--- config.mk ---
export PLATFORM = sky130hd
export DESIGN_NAME = spi_cmd_regs
export DESIGN_NICKNAME = d
export VERILOG_FILES = /design/src/rtl/spi_cmd_regs_pkg.sv /design/src/rtl/sync_edge.sv /design/src/rtl/spi_cmd_regs.sv
export SDC_FILE = /design/constraint.sdc
export NUM_CORES = 1
export LEC_CHECK = 0
export CAP_MARGIN = 40
export CORE_ASPECT_RATIO = 1.25
export CORE_MARGIN = 2
export CORE_UTILIZATION = 40
export CTS_BUF_LIST = sky130_fd_sc_hd__clkbuf_4
export DETAILED_ROUTE_END_ITERATION = 10
export GPL_TIMING_DRIVEN = 0
export MAX_ROUTING_LAYER = met4
export PLACE_DENSITY = 0.78
export SLEW_MARGIN = 20
export SYNTH_ARGS = -nofsm -noshare
export SYNTH_HDL_FRONTEND = slang
export SYNTH_SLANG_ARGS = --single-unit
--- constraint.sdc ---
create_clock -name clk -period 5.5 [get_ports clk]
set_input_delay 1.65 -clock clk [delete_from_list [all_inputs] [get_ports clk]]
set_output_delay 1.65 -clock clk [all_outputs]
set_load 0.02 [all_outputs]
--- src/rtl/spi_cmd_regs_pkg.sv ---
// spi_cmd_regs_pkg
//   Shared definitions for the SPI command decoder / register bank:
//   command codes, decoder FSM state encoding, status-byte bit positions
//   and a helper that assembles the status byte.
package spi_cmd_regs_pkg;

  localparam logic [7:0] CMD_RD_PERIOD = 8'h01;
  localparam logic [7:0] CMD_RD_HIGH   = 8'h02;
  localparam logic [7:0] CMD_STATUS    = 8'h03;
  localparam logic [7:0] CMD_WR_GATE   = 8'h10;
  localparam logic [7:0] CMD_START     = 8'h20;

  localparam int unsigned STAT_VALID_BIT = 7;
  localparam int unsigned STAT_BUSY_BIT  = 6;
  localparam int unsigned STAT_ERR_BIT   = 0;

  typedef enum logic [2:0] {
    ST_IDLE = 3'd0,
    ST_CMD  = 3'd1,
    ST_TX   = 3'd2,
    ST_WR   = 3'd3,
    ST_PAD  = 3'd4
  } state_e;

  function automatic logic [7:0] status_byte(input logic valid,
                                             input logic busy,
                                             input logic err);
    logic [7:0] s;
    s                 = '0;
    s[STAT_VALID_BIT] = valid;
    s[STAT_BUSY_BIT]  = busy;
    s[STAT_ERR_BIT]   = err;
    return s;
  endfunction

endpackage

--- src/rtl/sync_edge.sv ---
// sync_edge
//   Optional synchronizer chain (DEPTH flops, 0 = input already in the
//   clk domain) followed by a registered edge detector.
//   Ports:
//     clk_i    clock
//     rst_ni   asynchronous active-low reset
//     d_i      input signal
//     level_o  synchronized level (d_i itself when DEPTH = 0)
//     rise_o   one-cycle pulse, registered, after level_o rises
//     fall_o   one-cycle pulse, registered, after level_o falls
module sync_edge #(
  parameter int unsigned DEPTH     = 2,
  parameter logic        RESET_VAL = 1'b0
) (
  input  logic clk_i,
  input  logic rst_ni,
  input  logic d_i,
  output logic level_o,
  output logic rise_o,
  output logic fall_o
);

  logic prev_q;
  logic rise_q;
  logic fall_q;

  generate
    if (DEPTH == 0) begin : g_direct
      assign level_o = d_i;
    end else if (DEPTH == 1) begin : g_sync1
      logic sync_q;
      always_ff @(posedge clk_i or negedge rst_ni) begin
        if (!rst_ni) sync_q <= RESET_VAL;
        else         sync_q <= d_i;
      end
      assign level_o = sync_q;
    end else begin : g_syncn
      logic [DEPTH-1:0] sync_q;
      always_ff @(posedge clk_i or negedge rst_ni) begin
        if (!rst_ni) sync_q <= {DEPTH{RESET_VAL}};
        else         sync_q <= {sync_q[DEPTH-2:0], d_i};
      end
      assign level_o = sync_q[DEPTH-1];
    end
  endgenerate

  always_ff @(posedge clk_i or negedge rst_ni) begin
    if (!rst_ni) begin
      prev_q <= RESET_VAL;
      rise_q <= 1'b0;
      fall_q <= 1'b0;
    end else begin
      prev_q <= level_o;
      rise_q <= level_o & ~prev_q;
      fall_q <= ~level_o & prev_q;
    end
  end

  assign rise_o = rise_q;
  assign fall_o = fall_q;

endmodule

--- src/rtl/spi_cmd_regs.sv ---
// spi_cmd_regs
//   Command decoder and register bank behind the SPI slave. One command
//   byte is decoded per chip-select frame; result/status/padding bytes are
//   presented on txData, the gate-select register is written, and the
//   measurement start pulse is issued.
//   Ports:
//     clk, rest            clock, asynchronous active-low reset
//     cs                   raw SPI chip select (active low, asynchronous)
//     rxData, rxStrobe     received byte and its 8-clk-wide strobe
//     txData               next byte to shift out
//     periodCount,
//     highCount            latest measurement counts (MEAS_WIDTH bits)
//     measValid, measBusy  measurement core status
//     gateSel              gate-time select register
//     measStart            single-cycle measurement start pulse
//     cmdError             sticky unknown-command flag
module spi_cmd_regs
  import spi_cmd_regs_pkg::*;
#(
  parameter int unsigned MEAS_WIDTH = 32,
  parameter logic [7:0]  GATE_RESET = 8'h01
) (
  input  logic                  clk,
  input  logic                  rest,
  input  logic                  cs,
  input  logic [7:0]            rxData,
  input  logic                  rxStrobe,
  output logic [7:0]            txData,
  input  logic [MEAS_WIDTH-1:0] periodCount,
  input  logic [MEAS_WIDTH-1:0] highCount,
  input  logic                  measValid,
  input  logic                  measBusy,
  output logic [7:0]            gateSel,
  output logic                  measStart,
  output logic                  cmdError
);

  localparam int unsigned NBYTES = MEAS_WIDTH / 8;
  localparam int unsigned IDX_W  = (NBYTES > 1) ? $clog2(NBYTES) : 1;
  localparam logic [IDX_W-1:0] LAST_IDX = IDX_W'(NBYTES - 1);

  logic csS;
  logic cs_fall;
  logic cs_rise_unused;
  logic rx_edge;
  logic rx_level_unused;
  logic rx_fall_unused;

  sync_edge #(
    .DEPTH     (2),
    .RESET_VAL (1'b1)
  ) u_cs_sync (
    .clk_i   (clk),
    .rst_ni  (rest),
    .d_i     (cs),
    .level_o (csS),
    .rise_o  (cs_rise_unused),
    .fall_o  (cs_fall)
  );

  sync_edge #(
    .DEPTH     (0),
    .RESET_VAL (1'b0)
  ) u_rx_edge (
    .clk_i   (clk),
    .rst_ni  (rest),
    .d_i     (rxStrobe),
    .level_o (rx_level_unused),
    .rise_o  (rx_edge),
    .fall_o  (rx_fall_unused)
  );

  state_e                state_q,     state_d;
  logic [7:0]            txData_q,    txData_d;
  logic [MEAS_WIDTH-1:0] txBuf_q,     txBuf_d;
  logic [IDX_W-1:0]      byteIdx_q,   byteIdx_d;
  logic [7:0]            gateSel_q,   gateSel_d;
  logic                  measStart_q, measStart_d;
  logic                  cmdError_q,  cmdError_d;

  always_ff @(posedge clk or negedge rest) begin
    if (!rest) begin
      state_q     <= ST_IDLE;
      txData_q    <= '0;
      txBuf_q     <= '0;
      byteIdx_q   <= '0;
      gateSel_q   <= GATE_RESET;
      measStart_q <= 1'b0;
      cmdError_q  <= 1'b0;
    end else begin
      state_q     <= state_d;
      txData_q    <= txData_d;
      txBuf_q     <= txBuf_d;
      byteIdx_q   <= byteIdx_d;
      gateSel_q   <= gateSel_d;
      measStart_q <= measStart_d;
      cmdError_q  <= cmdError_d;
    end
  end

  always_comb begin
    state_d     = state_q;
    txData_d    = txData_q;
    txBuf_d     = txBuf_q;
    byteIdx_d   = byteIdx_q;
    gateSel_d   = gateSel_q;
    cmdError_d  = cmdError_q;
    measStart_d = 1'b0;

    // Deselect has priority over everything: a byte whose edge lands in
    // the same cycle as the frame end is dropped.
    if (csS) begin
      state_d   = ST_IDLE;
      txData_d  = '0;
      byteIdx_d = '0;
    end else begin
      unique case (state_q)
        ST_IDLE: begin
          if (cs_fall) state_d = ST_CMD;
        end
        ST_CMD: begin
          if (rx_edge) begin
            byteIdx_d = '0;
            case (rxData)
              CMD_RD_PERIOD: begin
                txBuf_d  = periodCount;
                txData_d = periodCount[MEAS_WIDTH-1 -: 8];
                state_d  = ST_TX;
              end
              CMD_RD_HIGH: begin
                txBuf_d  = highCount;
                txData_d = highCount[MEAS_WIDTH-1 -: 8];
                state_d  = ST_TX;
              end
              CMD_STATUS: begin
                txData_d   = status_byte(measValid, measBusy, cmdError_q);
                cmdError_d = 1'b0;
                state_d    = ST_PAD;
              end
              CMD_WR_GATE: begin
                txData_d = '0;
                state_d  = ST_WR;
              end
              CMD_START: begin
                txData_d    = '0;
                measStart_d = 1'b1;
                state_d     = ST_PAD;
              end
              default: begin
                txData_d   = '0;
                cmdError_d = 1'b1;
                state_d    = ST_PAD;
              end
            endcase
          end
        end
        ST_TX: begin
          // The snapshot is shifted left so the next byte is always on top.
          if (rx_edge) begin
            txBuf_d = txBuf_q << 8;
            if (byteIdx_q == LAST_IDX) begin
              txData_d = '0;
              state_d  = ST_PAD;
            end else begin
              byteIdx_d = byteIdx_q + IDX_W'(1);
              txData_d  = txBuf_d[MEAS_WIDTH-1 -: 8];
            end
          end
        end
        ST_WR: begin
          if (rx_edge) begin
            gateSel_d = rxData;
            txData_d  = '0;
            state_d   = ST_PAD;
          end
        end
        ST_PAD: begin
          txData_d = '0;
        end
        default: begin
          state_d  = ST_IDLE;
          txData_d = '0;
        end
      endcase
    end
  end

  assign txData    = txData_q;
  assign gateSel   = gateSel_q;
  assign measStart = measStart_q;
  assign cmdError  = cmdError_q;

endmodule

==> results.ini, run 1 <==
[routing]
drt_iter0_drc=164
via_count=2682
vias_per_cell=5.56
wirelength_um=7800
wl_per_cell_um=16.2
ant_nets=0
post-route-drc-count=0
first_pass_iters=5

[sta]
clock_skew_ns=0.0132
relSlewSlack_pct=45.0
worst_pin_slew_ns=0.818
hold_viol=0
holdWs_ns=0.367
report.final.slew_viol_count=0
min_period_ns=3.86
setup_viol=0
worst_slack_ns=1.64
rsz0062_at_grt=no
finalCritPeriodShare_pct=70.1
fin_tns_setup_ns=0
max_clock_freq_ghz=0.259

[setup_path]
path_delay_family=buffers and inverters
crit_fanout=10
slowest_stage=nor4_4
worst-path-buf-inv=2
startpoint_type=input port
r2r_end=txData[3]$_DFFE_PN0P_
crit_arrival_ns=4.13
cp-endpoint=txBuf_q[12]$_DFFE_PN0P_
end_kind=flip-flop
path_cells=clkdlybuf4s50_1 -> nor4_4 -> nand3_1 -> a211oi_2 -> buf_2 -> mux2_2
worstSetupStartpoint=rxData[3]
slowest_delay_ns=0.60
cp_num_cells=6
r2r_setup_slack_ns=3.31
r2r-start=state_q[2]$_DFFE_PN0P_
worstSetupPathType=input port to flip-flop
required_ns=5.78
r2r_cells=6

[clock_network]
hold_buffers=0
postCtsSetupBuffers=0
cts_tree=built
cts.repair.resized=0
cts_made_buffers=5
htreeDepth=2
cts_buffer_depth=2
clk_latency_ns=0.38
path_clk_slew_ns=0.15
clock_sinks=53
root_buffer=clkbuf_4

[global_route]
grt_overflow=0
grt_usage_pct=21.1
grt_max_degree=54
first_global_vias=2677
grt_antenna_before_repair=0
grt_pass1_wl_um=12800

[power]
switching_share_pct=27.4
power_frac_comb_pct=21.8
seqPwrFrac_pct=57.0
irDropWorstVdd_mv=0.116
power.density_nw_per_um2=213
finalPower_uw=855
power.leakage_uw=0.00145
p_sw_uw=235
p_clk_share_pct=21.2
intPower_uw=620

[min_path]
min_from=u_cs_sync.g_syncn.sync_q[0]$_DFF_PN1_
min_path_type=flip-flop to flip-flop
worstHoldPathCells=0

[yosys]
ys_warn_count=0
yosysTopAreaCellShare_pct=42.7
synthCells=288
synthesis.area_um2=2870
synth-edff-count=0
synth_common_cells=dfrtp_1, o21ai_1, mux2_2, nand3_1, nor2_1
ys_ff_latch=53
yosysMostFrequentCell=dfrtp_1
synth_cell_type_count=48
synth_top_flop_cell=dfrtp_1
syn_nets=367
yosys.area.top_type=dfrtp_1
yosys-top-cells-area=dfrtp_1, mux2_2, o21ai_1
syn_area_per_cell_um2=9.97
yosysSeqAreaShare_pct=46.4
async_flop_share_pct=100

[flow_run]
drv_cap=0

[floorplan]
core_area_um2=6980
io_pins=96
die_x_um=79.8
dieArea_um2=7870
rows=34
start_util_pct=41.1
die_h_um=98.7

[final_layout]
seq_area_um2=1330
drive_gt1_share_pct=13.3
diodes=0
layout.nets=470
nFillCells=637
multi_input_area_um2=1430
area_growth_syn_to_layout_pct=39.5

[placed_design]
place.port_buffers=95
place.gp.congestion=0.924
post-dp-hpwl_um=5950
pre_cts_ws_ns=1.24

[outcome]
status=complete, no violations

==> kinds of logic after synthesis <==
logic type	share of synthesized area [%]
AO/OA/AOI/OAI	19.6
XOR/XNOR	0.610
adder cells (fa/ha/maj)	0.436
buffers and inverters	4.05
flip-flops	46.4
multiplexers	13.3
AND/OR/NAND/NOR	15.6
==> routing by layer <==
metal,up-vias,global-route usage [%],routed length [µm]
met4,0,8.47,186
met2,118,33.7,3870
li1,1279,-,-
met5,-,-,0
met3,15,3.66,489
met1,1270,26.7,3250
==> stage by stage <==
stage	instance area (µm²)	utilization [%]	instances
CTS	4010	57.4	482
finish	4010	57.4	482
floorplan	2870	-	288
global placement	3930	56.4	473
global route	4010	57.4	482
detailed placement	3940	56.5	474
==> cell type report <==
| type | count | area share [%] |
|---|---|---|
| plain buffers | 24 | 2.53 |
| clock buffers | 5 | 0.937 |
| clock inverters | 3 | 0.625 |
| inverters | 4 | 0.375 |
| multi-input cells | 207 | 35.7 |
| flip-flops and latches | 53 | 33.2 |
| well taps | 90 | 2.81 |
| repair buffers | 96 | 23.8 |
==> worst min-delay path by stage <==
stage                                                 end
floorplan           u_cs_sync.g_syncn.sync_q[1]$_DFF_PN1_
global route        u_cs_sync.g_syncn.sync_q[1]$_DFF_PN1_
global placement    u_cs_sync.g_syncn.sync_q[1]$_DFF_PN1_
CTS                 u_cs_sync.g_syncn.sync_q[1]$_DFF_PN1_
detailed placement  u_cs_sync.g_syncn.sync_q[1]$_DFF_PN1_
finish              u_cs_sync.g_syncn.sync_q[1]$_DFF_PN1_
==> flip-flops by register name (all words and copies together), names as in the netlist <==
signal,count
txBuf_q,24
gateSel,8
txData,8
state_q,3
byteIdx_q,2
u_cs_sync.g_syncn.sync_q,2
cmdError,1
measStart,1
u_cs_sync.fall_o,1
u_cs_sync.prev_q,1
u_rx_edge.prev_q,1
u_rx_edge.rise_o,1
==> cells in the final DEF (no fill, tap or decap), types with 10 or more instances in the layout <==
cell type        Yosys  final
a31oi_1             17     17
nand3_1             26     26
clkbuf_1            19     19
a22oi_1             17     17
nor2_1              24     24
dfrtp_1             49     49
o21ai_1             32     32
a21oi_1             10     10
clkdlybuf4s50_1      0     94
mux2_2              27     27
==> power by group through the flow <==
| stage | clock network (µW) | registers, µW | logic, µW |
|---|---|---|---|
| floorplan | 0 | 487 | 93.3 |
| CTS | 189 | 488 | 187 |
| detailed placement | 0 | 496 | 186 |
| finish | 181 | 487 | 186 |
| global placement | 0 | 494 | 181 |
| global route | 209 | 495 | 203 |
==> worst reg2reg max path, stage by stage (launching register included) <==
cell     delay (ns)
dfrtp_1        0.40
buf_6          0.14
or3b_4         0.40
or3_4          0.37
or4_1          0.49
buf_2          0.19
o21ai_1        0.15
Power figures use the tool's default switching activity.
==> run 2, diff against run 1 <==
==> constraint.sdc (replaced) <==
create_clock -name clk -period 3.9 [get_ports clk]
set_input_delay 1.17 -clock clk [delete_from_list [all_inputs] [get_ports clk]]
set_output_delay 1.17 -clock clk [all_outputs]
set_load 0.02 [all_outputs]
==> results of run 2 <==
Same layout as run 1 (identical final DEF). Status: complete, no violations.
Among the figures that moved: setup slack after placement 1.24 ns -> 0.117 ns; setup slack after layout 1.64 ns -> 0.525 ns; register-to-register setup slack 3.31 ns -> 1.71 ns; total power 855 µW -> 1210 µW; worst IR drop on VDD 0.116 mV -> 0.163 mV
==> edit 1 (config.mk and constraints of run 2) <==
`DEPTH`: 0 -> 1. Comments in the files are not updated.
--- a/src/rtl/spi_cmd_regs.sv
+++ b/src/rtl/spi_cmd_regs.sv
@@ -61,3 +61,3 @@
   sync_edge #(
-    .DEPTH     (0),
+    .DEPTH     (1),
     .RESET_VAL (1'b0)
Behaviour: not the same (a bounded check fails within 10 cycles, from zero or initial values).
==> edit 1 against run 2 <==
Setup slack got worse by 0.010 ns. First-iteration DRC count rose by 28%. Power rose by 6.6%. Design area rose by 1.1%. Core utilization rose by 0.65 points. Synthesized cell count rose by 0.35%. Sequential cell count rose by 1. Routed wire length rose by 2.9%. Count of clock-buffer cells in the layout rose by 1. Synthesized area rose by 0.87%. Fmax fell by 0.31%. Largest cell class unchanged. Highest routed layer unchanged.
==> edit 1: results (changes against run 2) <==
| Metric | Value |
|---|---|
| Outcome | `finished clean` |
| Vias in the first global route | `2692 (+0.56%)` |
| Violation count after the first detailed-routing iteration | `210 (+28%)` |
| GPL Wtd Cong | `0.858 (-7.1%)` |
| DR vias | `2721 (+1.5%)` |
| Part of the Yosys area used for sequential elements | `46.8% (+0.46 points)` |
| Maximum vdd drop | `0.000155 V (-4.8%)` |
| PD cells | `317 nW/µm² (+5.4%)` |
| Leak | `1.47 nW (+1.5%)` |
| Pre-CTS setup slack | `0.155 ns (+0.0377 ns)` |
| Layout cell share with drive strength beyond 1 | `13.2% (-0.034 points)` |
| Critical path data arrival time | `3.66 ns (about the same)` |
| Most frequent cells after synthesis | `50 x sky130_fd_sc_hd__dfrtp_1, 32 x sky130_fd_sc_hd__o21ai_1, 27 x sky130_fd_sc_hd__mux2_2` |
| Global-route usage over all layers | `21.4% (+0.28 points)` |
| HPWL after DPL | `5.98 mm (+0.45%)` |
| Iteration count of the initial detailed-routing pass | `4 (-1)` |
| Least-Margin Pin Slew | `0.793 ns (-0.0255 ns)` |
| Post-Layout Cell Count | `483 (+0.21%)` |
| Maxcap violations | `0 (unchanged)` |
| Net Count, Synth | `368 (+0.27%)` |
| WL/cell | `16.6 µm (+2.7%)` |
| Avg Synthesized Cell Area | `10.0 µm² (+0.52%)` |
| Wire length of the first global-routing pass | `13.1 mm (+2.2%)` |
| Net count reported at finish | `471 (+0.21%)` |
| Largest net degree at the start of global routing | `55 (+1.9%)` |
| Leading post-synthesis cells by cell area | `sky130_fd_sc_hd__dfrtp_1 43%, sky130_fd_sc_hd__mux2_2 11%, sky130_fd_sc_hd__o21ai_1 5.5%` |
[edit 1: cell count changes after synthesis, sizes merged]
cell   before  now
dfrtp      49   50
[edit 1: per-layer routing]
metal | vias up | global-route usage [%] | wire length (µm)
met5 | - | - | 0
met2 | 113 | 33.9 | 3920
li1 | 1284 | - | -
met4 | 0 | 6.52 | 136
met1 | 1312 | 28.1 | 3470
met3 | 12 | 3.90 | 495
[edit 1: path summary, 6_finish.rpt]
path                                             start                           to  slack, ns
hold reg to reg            u_cs_sync.g_syncn.sync_q[0]  u_cs_sync.g_syncn.sync_q[1]       0.37
max in group asynchronous                         rest                     cmdError       2.65
setup / recovery                             rxData[3]                  txBuf_q[13]       0.51
hold / removal             u_cs_sync.g_syncn.sync_q[0]  u_cs_sync.g_syncn.sync_q[1]       0.37
setup reg to reg                            state_q[2]                    txData[2]       1.67
min in group asynchronous                         rest            u_rx_edge.level_o       0.81
[edit 1: cell type report]
class                           count  share of cell area, %
Multi-Input combinational cell    207                   35.3
Sequential cell                    54                   33.5
Timing Repair Buffer               96                   23.5
Tap cell                           90                   2.78
Buffer                             24                   2.50
Clock buffer                        6                   1.11
Clock inverter                      2                  0.927
Inverter                            4                  0.371
[edit 1: power breakdown]
part           switching, mW  internal [mW]
registers             0.0551          0.649
clock network          0.175          0.142
logic                  0.101          0.163
[edit 1: logic make-up after synthesis]
logic type / count (synthesis) / synth area share, %
XOR/XNOR: 2 / 0.605
buffers and inverters: 28 / 4.02
AND/OR/NAND/NOR: 79 / 15.4
flip-flops: 54 / 46.8
AO/OA/AOI/OAI: 91 / 19.4
multiplexers: 34 / 13.2
adder cells (fa/ha/maj): 1 / 0.432
==> edit 2 (flow settings as in run 2) <==
Without the edit above. Re-encode `state_e` (5 states) as one-hot, 5 bits wide.
--- a/src/rtl/spi_cmd_regs_pkg.sv
+++ b/src/rtl/spi_cmd_regs_pkg.sv
@@ -16,8 +16,8 @@
 
-  typedef enum logic [2:0] {
-    ST_IDLE = 3'd0,
-    ST_CMD  = 3'd1,
-    ST_TX   = 3'd2,
-    ST_WR   = 3'd3,
-    ST_PAD  = 3'd4
+  typedef enum logic [4:0] {
+    ST_IDLE = 5'b00001,
+    ST_CMD  = 5'b00010,
+    ST_TX   = 5'b00100,
+    ST_WR   = 5'b01000,
+    ST_PAD  = 5'b10000
   } state_e;
Behaviour: no difference found for any inputs over 10 cycles, from zero or initial values; not proved beyond that.
==> edit 2 against run 2 <==
Count of clock-buffer cells in the layout rose by 1. Synthesized area rose by 8.7%. Sequential share of layout area fell by 0.63 points. Setup slack improved by 0.33 ns. Fmax rose by 11%. Global-route usage fell by 0.83 points. Design area rose by 5.9%. Sequential cell count rose by 2. Routed wire length rose by 7.0%. Highest routed layer unchanged.
Power is not compared: it rests on default switching activity, and its combinational part moved more than twofold at a synthesized area within 25%.
==> edit 2: results (changes against run 2) <==
| Metric | Value |
|---|---|
| Signal buffers share of area | `26.1% (-0.22 points)` |
| Non-clock buffer instance count of the final layout | `124 (+3.3%)` |
| Slowest CP cell | `sky130_fd_sc_hd__clkdlybuf4s50_1` |
| Site Rows | `36 (+5.9%)` |
| GPL Wtd Cong | `0.877 (-5.2%)` |
| Number of cells after detailed placement | `486 (+2.5%)` |
| Crit Reg-Reg Endpoint | `txBuf_q[11]` |
| Critical path data arrival time | `3.31 ns (-0.34 ns)` |
| Largest net degree at the start of global routing | `56 (+3.7%)` |
| Least-Margin Pin Slew | `0.671 ns (-0.147 ns)` |
| Final design area excluding fillers | `4240 µm² (+5.9%)` |
| Most frequent cells after synthesis | `50 x sky130_fd_sc_hd__dfrtp_1, 19 x sky130_fd_sc_hd__o2bb2ai_1, 16 x sky130_fd_sc_hd__a211oi_1, 16 x sky130_fd_sc_hd__o21a_1, 13 x sky130_fd_sc_hd__clkbuf_1` |
| Worst Hold Slack | `0.369 ns (+0.00228 ns)` |
| Global-route usage over all layers | `20.3% (-0.83 points)` |
| Violation count after the first detailed-routing iteration | `124 (-24%)` |
| Per-cell via count in the routed design | `5.69 (+2.2%)` |
| Total of cells resized after clock tree synthesis | `0 (unchanged)` |
| Cell variety after synth | `55 (+15%)` |
| Part of the Yosys area used for sequential elements | `44.3% (-2.1 points)` |
| Iteration count of the initial detailed-routing pass | `4 (-1)` |
| Footprint of the flip-flops and latches | `1380 µm² (+3.9%)` |
| Outcome | `finished clean` |
| Number of clock buffer instances in the layout | `6 (+1)` |
| Clock skew | `0.0129 ns (-0.000388 ns)` |
| Start of the worst register-to-register path | `state_q[0]` |
| Share of cell area taken by multi-input logic gates | `36.7% (+1.0 points)` |
| Setup slack, reg-to-reg | `1.61 ns (-0.10 ns)` |
| WL/cell | `16.9 µm (+4.4%)` |
| Layout sequential cell count | `55 (+3.8%)` |
| Logic depth of the worst register-to-register path | `7 (+1)` |
| Leading post-synthesis cells by cell area | `sky130_fd_sc_hd__dfrtp_1 40%, sky130_fd_sc_hd__o2bb2ai_1 5.3%, sky130_fd_sc_hd__mux2_2 4.3%` |
| Wire length of the first global-routing pass | `13.5 mm (+5.9%)` |
| Net Count, Synth | `375 (+2.2%)` |
| Net count reported at finish | `477 (+1.5%)` |
| Layout cell share with drive strength beyond 1 | `12.3% (-0.98 points)` |
| Vias in the first global route | `2775 (+3.7%)` |
| ClkCell Share | `1.36% (-0.20 points)` |
| Total wire length | `8.34 mm (+7.0%)` |
| Highest cell delay on the worst timing path | `0.54 ns (-0.06 ns)` |
| Number of buffer cells added on primary ports | `94 (-1.1%)` |
## edit 2: cell types whose count changed in the layout (fill, tap and decap cells not counted), moves of 11 or more
cell / change
sky130_fd_sc_hd__o21ai_1: -24
sky130_fd_sc_hd__a31oi_1: -15
sky130_fd_sc_hd__nand3_1: -21
sky130_fd_sc_hd__a211oi_1: +16
sky130_fd_sc_hd__mux2_2: -15
sky130_fd_sc_hd__o31ai_1: +11
sky130_fd_sc_hd__o211ai_1: +12
sky130_fd_sc_hd__nor2_1: -14
sky130_fd_sc_hd__o21a_1: +16
sky130_fd_sc_hd__o2bb2ai_1: +19
## edit 2: how the worst max path moves through the flow
stage	from	endpoint	slack, ns	cells after the start
6_report	rxData[5]	txBuf_q[14]	0.86	7
5_1_grt	rxData[5]	txBuf_q[14]	0.73	7
4_1_cts	rxData[5]	txBuf_q[14]	0.84	7
3_5_place_dp	rxData[5]	txBuf_q[14]	0.44	7
3_3_place_gp	rest	txBuf_q[21]	0.06	1
2_1_floorplan	rxData[3]	txBuf_q[3]	1.18	6
## edit 2: logic make-up (layout without fill, tap and decap cells)
| logic type | count (synthesis) | after routing | synth area share (%) |
|---|---|---|---|
| and+or+nand+nor | 55 | 55 | 11.0 |
| AOI/OAI and AO/OA | 126 | 126 | 30.2 |
| buffers and inverters | 34 | 137 | 5.85 |
| DFF | 55 | 55 | 44.3 |
| adders and majority gates | 1 | 1 | 0.401 |
| xor gates and xnor gates | 5 | 5 | 1.40 |
| muxes | 20 | 20 | 6.90 |
## edit 2: metal layers
metal	part of all wire [%]	up-vias	GRT usage (%)
met5	0	-	-
met4	1.6	0	6.68
met3	4.4	13	2.96
met2	52	86	36.1
met1	42	1343	23.9
li1	-	1368	-
